File: src/rtl/quadra_inv.sv
// Inverse solver for quadra: bit-serial bisection for the largest x with f(x) <= target.
// Define QUADRA_INV_EARLY_EXIT_EN to stop at the first probe that hits the target exactly.
module quadra_inv #(
    parameter int X_W        = 24,
    parameter int Y_W        = 24,
    parameter int Y_SIGNED   = 0,
    parameter int QUADRA_LAT = 3
) (
    input  logic           clk,
    input  logic           rst,
    input  logic           req_valid,
    output logic           req_ready,
    input  logic [Y_W-1:0] req_target,
    output logic [X_W-1:0] probe_x,
    input  logic [Y_W-1:0] probe_y,
    output logic           rsp_valid,
    input  logic           rsp_ready,
    output logic [X_W-1:0] rsp_x,
    output logic           rsp_exact,
    output logic           rsp_under
);

    localparam int IW = $clog2(X_W + 1);
    localparam int CW = (QUADRA_LAT > 1) ? $clog2(QUADRA_LAT + 1) : 1;

    typedef enum logic [1:0] {IDLE, WAIT, EVAL, DONE} state_t;

    // Handshakes: a transfer happens on a rising edge where valid and ready are both high;
    // rsp_valid, once raised, holds with stable rsp_* until rsp_ready is seen.
    state_t         state_q, state_d;
    logic [Y_W-1:0] target_q, target_d;
    logic [X_W-1:0] result_q, result_d;
    logic [X_W-1:0] probe_q, probe_d;
    logic [IW-1:0]  idx_q, idx_d;
    logic [CW-1:0]  cnt_q, cnt_d;
    logic           exact_q, exact_d;
    logic           under_q, under_d;

    logic           le;
    logic           eq;
    logic [X_W-1:0] kept;
    logic [X_W-1:0] one_x;

    assign one_x = {{(X_W-1){1'b0}}, 1'b1};

    always_ff @(posedge clk) begin
        if (rst) begin
            state_q  <= IDLE;
            target_q <= '0;
            result_q <= '0;
            probe_q  <= '0;
            idx_q    <= '0;
            cnt_q    <= '0;
            exact_q  <= 1'b0;
            under_q  <= 1'b0;
        end else begin
            state_q  <= state_d;
            target_q <= target_d;
            result_q <= result_d;
            probe_q  <= probe_d;
            idx_q    <= idx_d;
            cnt_q    <= cnt_d;
            exact_q  <= exact_d;
            under_q  <= under_d;
        end
    end

    always_comb begin
        state_d  = state_q;
        target_d = target_q;
        result_d = result_q;
        probe_d  = probe_q;
        idx_d    = idx_q;
        cnt_d    = cnt_q;
        exact_d  = exact_q;
        under_d  = under_q;

        if (Y_SIGNED != 0) le = ($signed(probe_y) <= $signed(target_q));
        else               le = (probe_y <= target_q);
        eq   = (probe_y == target_q);
        kept = le ? probe_q : result_q;

        case (state_q)
            IDLE: begin
                if (req_valid) begin
                    target_d = req_target;
                    result_d = '0;
                    probe_d  = '0;
                    idx_d    = IW'(X_W);
                    cnt_d    = '0;
                    exact_d  = 1'b0;
                    under_d  = 1'b0;
                    state_d  = WAIT;
                end
            end
            WAIT: begin
                cnt_d = cnt_q + CW'(1);
                if (cnt_q == CW'(QUADRA_LAT - 1)) state_d = EVAL;
            end
            EVAL: begin
                if (idx_q == IW'(X_W)) begin
                    // Zero probe: decides the underflow case before any bit is tried.
                    if (!le) begin
                        under_d  = 1'b1;
                        result_d = '0;
                        state_d  = DONE;
                    end else begin
                        exact_d = eq;
                        idx_d   = IW'(X_W - 1);
                        probe_d = one_x << (X_W - 1);
                        cnt_d   = '0;
                        state_d = WAIT;
                    end
                end else begin
                    result_d = kept;
                    if (le) exact_d = eq;
                    if (idx_q == '0) begin
                        state_d = DONE;
                    end else begin
                        idx_d   = idx_q - IW'(1);
                        probe_d = kept | (one_x << (idx_q - IW'(1)));
                        cnt_d   = '0;
                        state_d = WAIT;
                    end
`ifdef QUADRA_INV_EARLY_EXIT_EN
                    if (eq) state_d = DONE;
`endif
                end
            end
            DONE: begin
                if (rsp_ready) state_d = IDLE;
            end
            default: state_d = IDLE;
        endcase
    end

    assign req_ready = (state_q == IDLE);
    assign rsp_valid = (state_q == DONE);
    assign probe_x   = probe_q;
    assign rsp_x     = result_q;
    assign rsp_exact = exact_q;
    assign rsp_under = under_q;

endmodule
File: config.mk
export PLATFORM = sky130hd
export DESIGN_NAME = quadra_inv
export DESIGN_NICKNAME = d
export VERILOG_FILES = /design/src/rtl/quadra_inv.sv
export SDC_FILE = /design/constraint.sdc
export NUM_CORES = 1
export LEC_CHECK = 0
export CORE_MARGIN = 5
export CORE_UTILIZATION = 35
export CTS_CLUSTER_SIZE = 10
export DETAILED_ROUTE_END_ITERATION = 8
export PLACE_DENSITY = 0.57
export SETUP_SLACK_MARGIN = 0.05
export SLEW_MARGIN = 30
export SYNTH_ARGS = -nofsm -noshare
export SYNTH_HDL_FRONTEND = slang
export SYNTH_SLANG_ARGS = --single-unit
File: constraint.sdc
create_clock -name clk -period 7.8 [get_ports clk]
set_input_delay 1.56 -clock clk [delete_from_list [all_inputs] [get_ports clk]]
set_output_delay 1.56 -clock clk [all_outputs]
set_load 0.02 [all_outputs]
==> results of run 1 <==
## final cells by class
cell class | count | area, µm² | area share, %
clock buffers | 9 | 225 | 4.00
clock inverters | 7 | 52.6 | 0.934
inverters | 31 | 116 | 2.07
multi-input cells | 383 | 2340 | 41.6
flip-flops and latches | 83 | 1660 | 29.5
well taps | 147 | 184 | 3.27
repair buffers | 106 | 1050 | 18.6
## report_power, final
group	switching [mW]	total (mW)	internal, mW
clock	0.183	0.400	0.217
sequential	0.00787	0.441	0.433
combinational	0.0600	0.112	0.0520
total	0.250	0.953	0.702
## synth_stat cells (all sizes together) (2+ instances only)
cell     count
a2111oi      3
a211oi       5
a21o         3
a21oi       40
a221o       22
a22o         5
a22oi       24
a31oi        3
a32oi        2
and2         3
buf          3
clkbuf      25
dfxtp       83
ha          30
inv         31
nand2      121
nand2b       6
nand3        3
nand4        5
nor2        37
nor2b       33
nor3         8
nor4         2
o211ai       2
o21ai       10
o22ai        4
or2          2
## logic make-up after synthesis
| logic type | synth area share, % |
|---|---|
| xor+xnor | 0.416 |
| simple gates | 24.3 |
| flops | 39.4 |
| fa+ha+maj | 8.90 |
| compound gates | 21.5 |
| buf+inv | 5.49 |
## flip-flops by register name, summed over array words and instances (netlist names)
register	count
probe_x	24
rsp_x	24
target_q	24
idx_q	5
cnt_q	2
state_q	2
rsp_exact	1
rsp_under	1
## per-layer routing
layer / vias to the layer above / wire (µm) / global-route usage [%]
li1: 2013 / - / -
met1: 1840 / 5670 / 22.3
met2: 90 / 5500 / 26.8
met3: 11 / 444 / 2.26
met4: 0 / 170 / 5.51
met5: - / 0 / 0
## worst paths after layout
check                    from           to  slack, ps  depth (start not counted)
setup / recovery   probe_y[9]   probe_x[4]       3600                         10
hold / removal    target_q[6]  target_q[6]        450                          2
setup reg to reg  target_q[9]   probe_x[4]       4880                         10
hold reg to reg   target_q[6]  target_q[6]        450                          2
## critical path: stages
cell and delay [ps]:
clkdlybuf4s50_1 400, ha_1 310, a21o_1 180, nand3_1 70
a2111oi_0 110, a2111oi_2 400, o211ai_2 250, a211o_2 370
a21oi_4 550, a221o_1 260
## per-stage QoR
step	setup slack (ps)	utilization [%]	hold slack (ps)	total power [mW]
2_1_floorplan	3910	-	424	0.516
3_3_place_gp	3010	44.8	440	0.560
3_5_place_dp	3240	44.9	448	0.563
4_1_cts	3580	47.2	457	0.965
5_1_grt	3290	47.2	477	0.999
6_report	3600	47.2	455	0.953
==> reports/results.ini, run 1 <==
[clock_tree]
clk_path_buf_depth=2
ctsHoldBuffers=0
tritoncts=done
clkLatencyLatePin_ps=330
htree_levels=3
cts_buffers=9
cts-root-buf=clkbuf_16
cts_setup_buffers=0
clk_pin_slew_worst_paths_ps=70
cts.repair.resized=0
clock-sinks=83

[timing]
maxSlewViolCount=0
max_freq_ghz=0.238
final.setup.tns_ps=0
tightest_slew_ps=824
rsz0062_at_grt=no
finClkSkew_ps=11.5
period_share_pct=53.8
period_minus_slack_ps=4200
setup_violations=0
hold_violations=0
slew_headroom_pct=45.1

[worst_setup_path]
path_class=in -> reg
worstPathArrival_ps=4470
cp-end-kind=flip-flop
required_ps=8070
cp-start-kind=input pin
critPathMaxFanout=23

[logic_synthesis]
synth_top_area_share_pct=39.4
ys_types=46
synth-seq-cells=83
syn_inst=525
syn_nets=607
synth_top_flop_cell=dfxtp_1
synth_top_cell_by_area=dfxtp_1
synth_area_leaders=dfxtp_1 (39%), nand2_1 (11%), ha_1 (8.9%)
async_flop_share_pct=0
syn_avg_cell_area_um2=8.03
synth-edff-count=0
synth_area_um2=4220
yosys_warnings=0
yosysSeqAreaShare_pct=39.4

[run]
maxCapViolCount=0

[layout]
fillCellCount=1195
diodes=0
drive_gt1_share_pct=5.65
stdcell_count=766
area_growth_pct=33.5
final_nets=696
final_common_cell=nand2_1
final_area_um2=5630
final_cell_mix=nand2_1 (120), clkdlybuf4s50_1 (102), dfxtp_1 (83)

[global_route]
overflow=0
antenna_found_initial=0
grt_usage_pct=16.4
grt_pass1_wl_um=19100
grt_max_degree=62
first_global_vias=3788

[route]
wl_per_cell_um=15.4
route.detailed.drc=0
dr.pass1.iters=5
drt_iter0_markers=260
ant_nets=0
wirelength_um=11800
vias=3954
drt-vias-per-instance=5.16

[power_and_ir_drop]
leakage_nw=2.15
powerDensity_nw_per_um2=169
ir_drop_uv=88.0

[placement]
port-buffer-count=103
gp_congestion=0.841
dp_hpwl_um=8440
dp.cells=750
dpl_cell_area_um2=5350

[hold_path]
hold_class=reg -> reg

[die]
fp.coreArea_um2=11900
die_h_um=120
io_pins=104
start_util_pct=35.4
die_w_um=120
rows=40
die_area_um2=14300

[status]
outcome=finished, final reports clean

No activity file was read; power rests on OpenSTA's default activity.
==> run 2: changes to the inputs <==
- clock period: 7.8 -> 4 ns (I/O delays scaled with it)
==> run 2 against run 1 <==
Effect of this change: flip-flop and latch count is the same; worst hold slack lost 1.7 ps; sequential share of layout area shrank 0.18 points; routed wire length grew 2.3%; total power grew 97%; combinational power grew 99%; highest routed layer unchanged.
==> reports/results.ini, run 2 (synthesis results as in run 1) <==
[clock_tree]
clkLatencyLatePin_ps=340  ; about the same
cts_buffers=9  ; unchanged
cts.repair.resized=0  ; unchanged
clk_pin_slew_worst_paths_ps=60  ; about the same
cts_setup_buffers=0  ; unchanged
tritoncts=done
clock-sinks=83  ; unchanged
htree_levels=3  ; unchanged
cts-root-buf=clkbuf_16
clk_path_buf_depth=2  ; unchanged
ctsHoldBuffers=0  ; unchanged

[layout]
final_nets=700  ; +0.57%
final_cell_mix=nand2_1 (121), clkdlybuf4s50_1 (102), dfxtp_1 (83)
final_area_um2=5660  ; +0.62%
diodes=0  ; unchanged
fillCellCount=1205  ; +0.84%
drive_gt1_share_pct=5.94  ; +0.28 points
finish.utilization_pct=47.5  ; +0.29 points
area_growth_pct=34.3
final_common_cell=nand2_1

[worst_setup_path]
required_ps=4230  ; -3840 ps
cp-start-kind=input pin
critPathMaxFanout=8  ; -65%
worstPathArrival_ps=3630  ; -840 ps
cp-end-kind=flip-flop
path_class=in -> reg

[route]
ant_nets=0  ; unchanged
wl_per_cell_um=15.7  ; +1.7%
dr.pass1.iters=4  ; -1
route.detailed.drc=0  ; unchanged
drt_iter0_markers=306  ; +18%
vias=4020  ; +1.7%
drt-vias-per-instance=5.22  ; +1.1%
wirelength_um=12100  ; +2.3%

[global_route]
antenna_found_initial=0  ; unchanged
grt_usage_pct=17.0  ; +0.55 points
grt_max_degree=61  ; -1.6%
first_global_vias=3956  ; +4.4%
grt_pass1_wl_um=19900  ; +3.9%
overflow=0  ; unchanged

[die]
start_util_pct=35.4  ; unchanged
rows=40  ; unchanged
die_area_um2=14300  ; unchanged
fp.coreArea_um2=11900  ; unchanged
die_w_um=120  ; unchanged
die_h_um=120  ; unchanged
io_pins=104  ; unchanged

[placement]
gp_congestion=0.834  ; -0.79%
port-buffer-count=103  ; unchanged
dpl_cell_area_um2=5380  ; +0.66%
dp_slack_ps=236  ; -3000 ps
dp_hpwl_um=8670  ; +2.7%

[timing]
period_minus_slack_ps=3400
final.setup.tns_ps=0  ; unchanged
slew_headroom_pct=42.4  ; -2.7 points
period_share_pct=84.9
hold_violations=0  ; unchanged
setup_slack_ps=603  ; -3000 ps
max_freq_ghz=0.294
maxSlewViolCount=0  ; unchanged
finClkSkew_ps=13.4  ; +1.84 ps
tightest_slew_ps=865  ; +40.9 ps
setup_violations=0  ; unchanged
rsz0062_at_grt=no

[status]
outcome=finished, final reports clean

[power_and_ir_drop]
ir_drop_uv=167  ; +90%
powerDensity_nw_per_um2=331  ; +95%
power.total_mw=1.87  ; +97%
leakage_nw=2.18  ; +1.1%

[run]
maxCapViolCount=0  ; unchanged

[hold_path]
hold_class=reg -> reg

==> run 2: changes by cell type in the layout (fill, tap and decap cells not counted), sizes merged <==
| cell | previous run | this run |
|---|---|---|
| clkinv | 5 | 2 |
| inv | 32 | 35 |
| buf | 4 | 8 |
==> run 2: layer usage <==
layer,wire [µm],track usage (%),up-vias
li1,-,-,2012
met4,106,4.51,0
met3,662,3.68,9
met5,0,0,-
met2,5810,28.0,103
met1,5480,22.4,1896
==> run 2: worst max-delay path: stages <==
cell	delay (ps)
clkdlybuf4s50_1	400
ha_1	310
a21o_1	190
nand3_1	100
a2111oi_0	120
a2111oi_2	390
o211ai_2	250
and2_1	290
or4_1	520
a32o_1	250
==> run 2: worst paths after layout <==
check	from	endpoint	slack (ps)	cells after the start
worst min-delay path	target_q[3]	target_q[3]	450	2
worst min register to register	target_q[3]	target_q[3]	450	2
worst max register to register	target_q[9]	probe_x[23]	1120	10
worst max-delay path	probe_y[9]	probe_x[23]	600	10
==> run 2: where the power goes <==
| group | internal, mW | switching [mW] |
|---|---|---|
| clock | 0.429 | 0.360 |
| combinational | 0.105 | 0.118 |
| sequential | 0.844 | 0.0160 |
| total | 1.38 | 0.494 |
==> run 2: metrics by stage <==
step           instances  hold WS (ps)
3_3_place_gp         754           439
5_1_grt              770           475
6_report             770           453
3_5_place_dp         754           448
2_1_floorplan        525           424
4_1_cts              770           456
==> run 2: cell type report <==
class                           count  area [µm²]  share of cell area, %
Timing Repair Buffer              110        1090                   19.3
Sequential cell                    83        1660                   29.3
Tap cell                          147         184                   3.25
Inverter                           31         116                   2.05
Clock buffer                        9         225                   3.98
Multi-Input combinational cell    383        2330                   41.1
Clock inverter                      7        56.3                  0.994
==> run 3: changes to the inputs <==
- PLACE_DENSITY: 0.57 -> 0.59
- clock period: 4 -> 2.8 ns (I/O delays scaled with it)
==> run 3 against run 2 <==
Effect of this change: critical endpoint unchanged; global-route usage up 0.83 points; highest routed layer unchanged; register-to-register slack worse by 940 ps; non-clock buffer count up 28; final area up 13%; worst hold slack better by 1.1 ps; clock power up 65%; total power up 59%; setup slack worse by 460 ps; critical path type unchanged.
==> reports/results.ini, run 3 (synthesis results as in run 1) <==
[clock_tree]
clk_pin_slew_worst_paths_ps=60  ; about the same
htree_levels=3  ; unchanged
cts_buffers=9  ; unchanged
clk_path_buf_depth=2  ; unchanged
clkLatencyLatePin_ps=350  ; about the same
clock-sinks=83  ; unchanged
ctsHoldBuffers=0  ; unchanged
tritoncts=done
cts-root-buf=clkbuf_16

[placement]
dp_hpwl_um=8560  ; -1.2%
dp.cells=769  ; +2.0%
dpl_cell_area_um2=5690  ; +5.7%
port-buffer-count=103  ; unchanged
dp_slack_ps=-454  ; -690 ps
gp_congestion=0.808  ; -3.1%

[route]
ant_nets=0  ; unchanged
vias=4084  ; +1.6%
wl_per_cell_um=15.8  ; +0.79%
drt_iter0_markers=308  ; +0.65%
route.detailed.drc=0  ; unchanged
wirelength_um=12600  ; +4.3%
dr.pass1.iters=4  ; unchanged
drt-vias-per-instance=5.12  ; -1.8%

[layout]
diodes=0  ; unchanged
final_common_cell=nand2_1
area_growth_pct=51.2
final_area_um2=6370  ; +13%
drive_gt1_share_pct=15.2  ; +9.3 points
fillCellCount=1098  ; -8.9%
final_cell_mix=nand2_1 (119), dfxtp_1 (82), clkdlybuf4s50_1 (81)
final_nets=728  ; +4.0%
finish.utilization_pct=53.5  ; +6.0 points
stdcell_count=797  ; +3.5%

[global_route]
grt_pass1_wl_um=20700  ; +4.0%
grt_usage_pct=17.8  ; +0.83 points
met3_usage_pct=5.23  ; +1.6 points
overflow=0  ; unchanged
grt_max_degree=61  ; unchanged
grt.met2_usage_pct=29.4  ; +1.4 points
antenna_found_initial=0  ; unchanged
first_global_vias=4261  ; +7.7%
busiest_layer=met2
gr-usage-met1_pct=22.2  ; -0.21 points

[worst_setup_path]
cp-end-kind=flip-flop
path_class=in -> reg
cp-start-kind=input pin
required_ps=3040  ; -1190 ps
worstPathArrival_ps=2900  ; -730 ps
critPathMaxFanout=6  ; -2

[die]
die_area_um2=14300  ; unchanged
die_h_um=120  ; unchanged
rows=40  ; unchanged
io_pins=104  ; unchanged
fp.coreArea_um2=11900  ; unchanged
die_w_um=120  ; unchanged
start_util_pct=35.4  ; unchanged

[timing]
finClkSkew_ps=8.90  ; -4.45 ps
rsz0062_at_grt=no
tightest_slew_ps=700  ; -164 ps
slew_headroom_pct=53.3  ; +11 points
final.setup.tns_ps=0  ; unchanged
setup_slack_ps=139  ; -463 ps
maxSlewViolCount=0  ; unchanged
hold_violations=0  ; unchanged
max_freq_ghz=0.376
setup_violations=0  ; unchanged
holdWs_ps=454  ; +1.09 ps
period_minus_slack_ps=2660
period_share_pct=95.0

[run]
maxCapViolCount=0  ; unchanged

[hold_path]
hold_class=reg -> reg

[power_and_ir_drop]
ir_drop_uv=309  ; +85%
power.total_mw=2.98  ; +59%
leakage_nw=2.45  ; +13%
powerDensity_nw_per_um2=467  ; +41%

[status]
outcome=finished, final reports clean

-- run 3: changes by cell type in the layout (fill, tap and decap cells not counted), moves of 4 or more --
cell             change
a21oi_1              -5
buf_12               +4
ha_1                -17
clkdlybuf4s50_1     -21
dlygate4sd2_1        +4
ha_4                +16
clkdlybuf4s15_1     +12
buf_4               +20
inv_6                -4
-- run 3: what timing repair did --
| action | 4_1_cts | 5_1_grt |
|---|---|---|
| setup buffers | 5 | 5 |
| pin swaps | 13 | 43 |
| resized for setup | 37 | 39 |
| setup endpoints to repair | 54 | 53 |
| gates cloned | 2 | 1 |
| hold endpoints to repair | 0 | 0 |
-- run 3: report_power, final --
group          internal (mW)  switching, mW  total, mW
combinational          0.228          0.221      0.449
clock                  0.825          0.476       1.30
sequential              1.21         0.0224       1.23
-- run 3: worst paths after layout --
kind / from / endpoint / slack, ps / cells past startpoint
worst max-delay path: probe_y[17] / probe_x[23] / 140 / 11
worst min-delay path: target_q[3] / target_q[3] / 450 / 2
worst max register to register: target_q[12] / probe_x[23] / 180 / 11
worst min register to register: target_q[3] / target_q[3] / 450 / 2
-- run 3: metal layers --
layer  vias up  part of all wire, %
li1       2069                    -
met1      1890                   45
met2       114                   48
met3        11                  6.2
met4         0                  1.1
met5         -                    0
-- run 3: layout make-up --
class	count	area [µm²]	share of cell area, %
Clock buffer	11	253	3.97
Clock inverter	4	73.8	1.16
Inverter	31	116	1.83
Multi-Input combinational cell	383	2680	42.0
Sequential cell	83	1660	26.1
Tap cell	147	184	2.89
Timing Repair Buffer	138	1410	22.0
-- run 3: worst max-delay path, cell delays in order --
cell             delay (ps)
clkdlybuf4s15_1         200
ha_4                    250
nand4_1                 190
nor4_4                   60
buf_4                   140
a2111oi_4               290
o211ai_2                180
buf_4                   180
and2_4                  180
or4_1                   390
a32o_1                  260
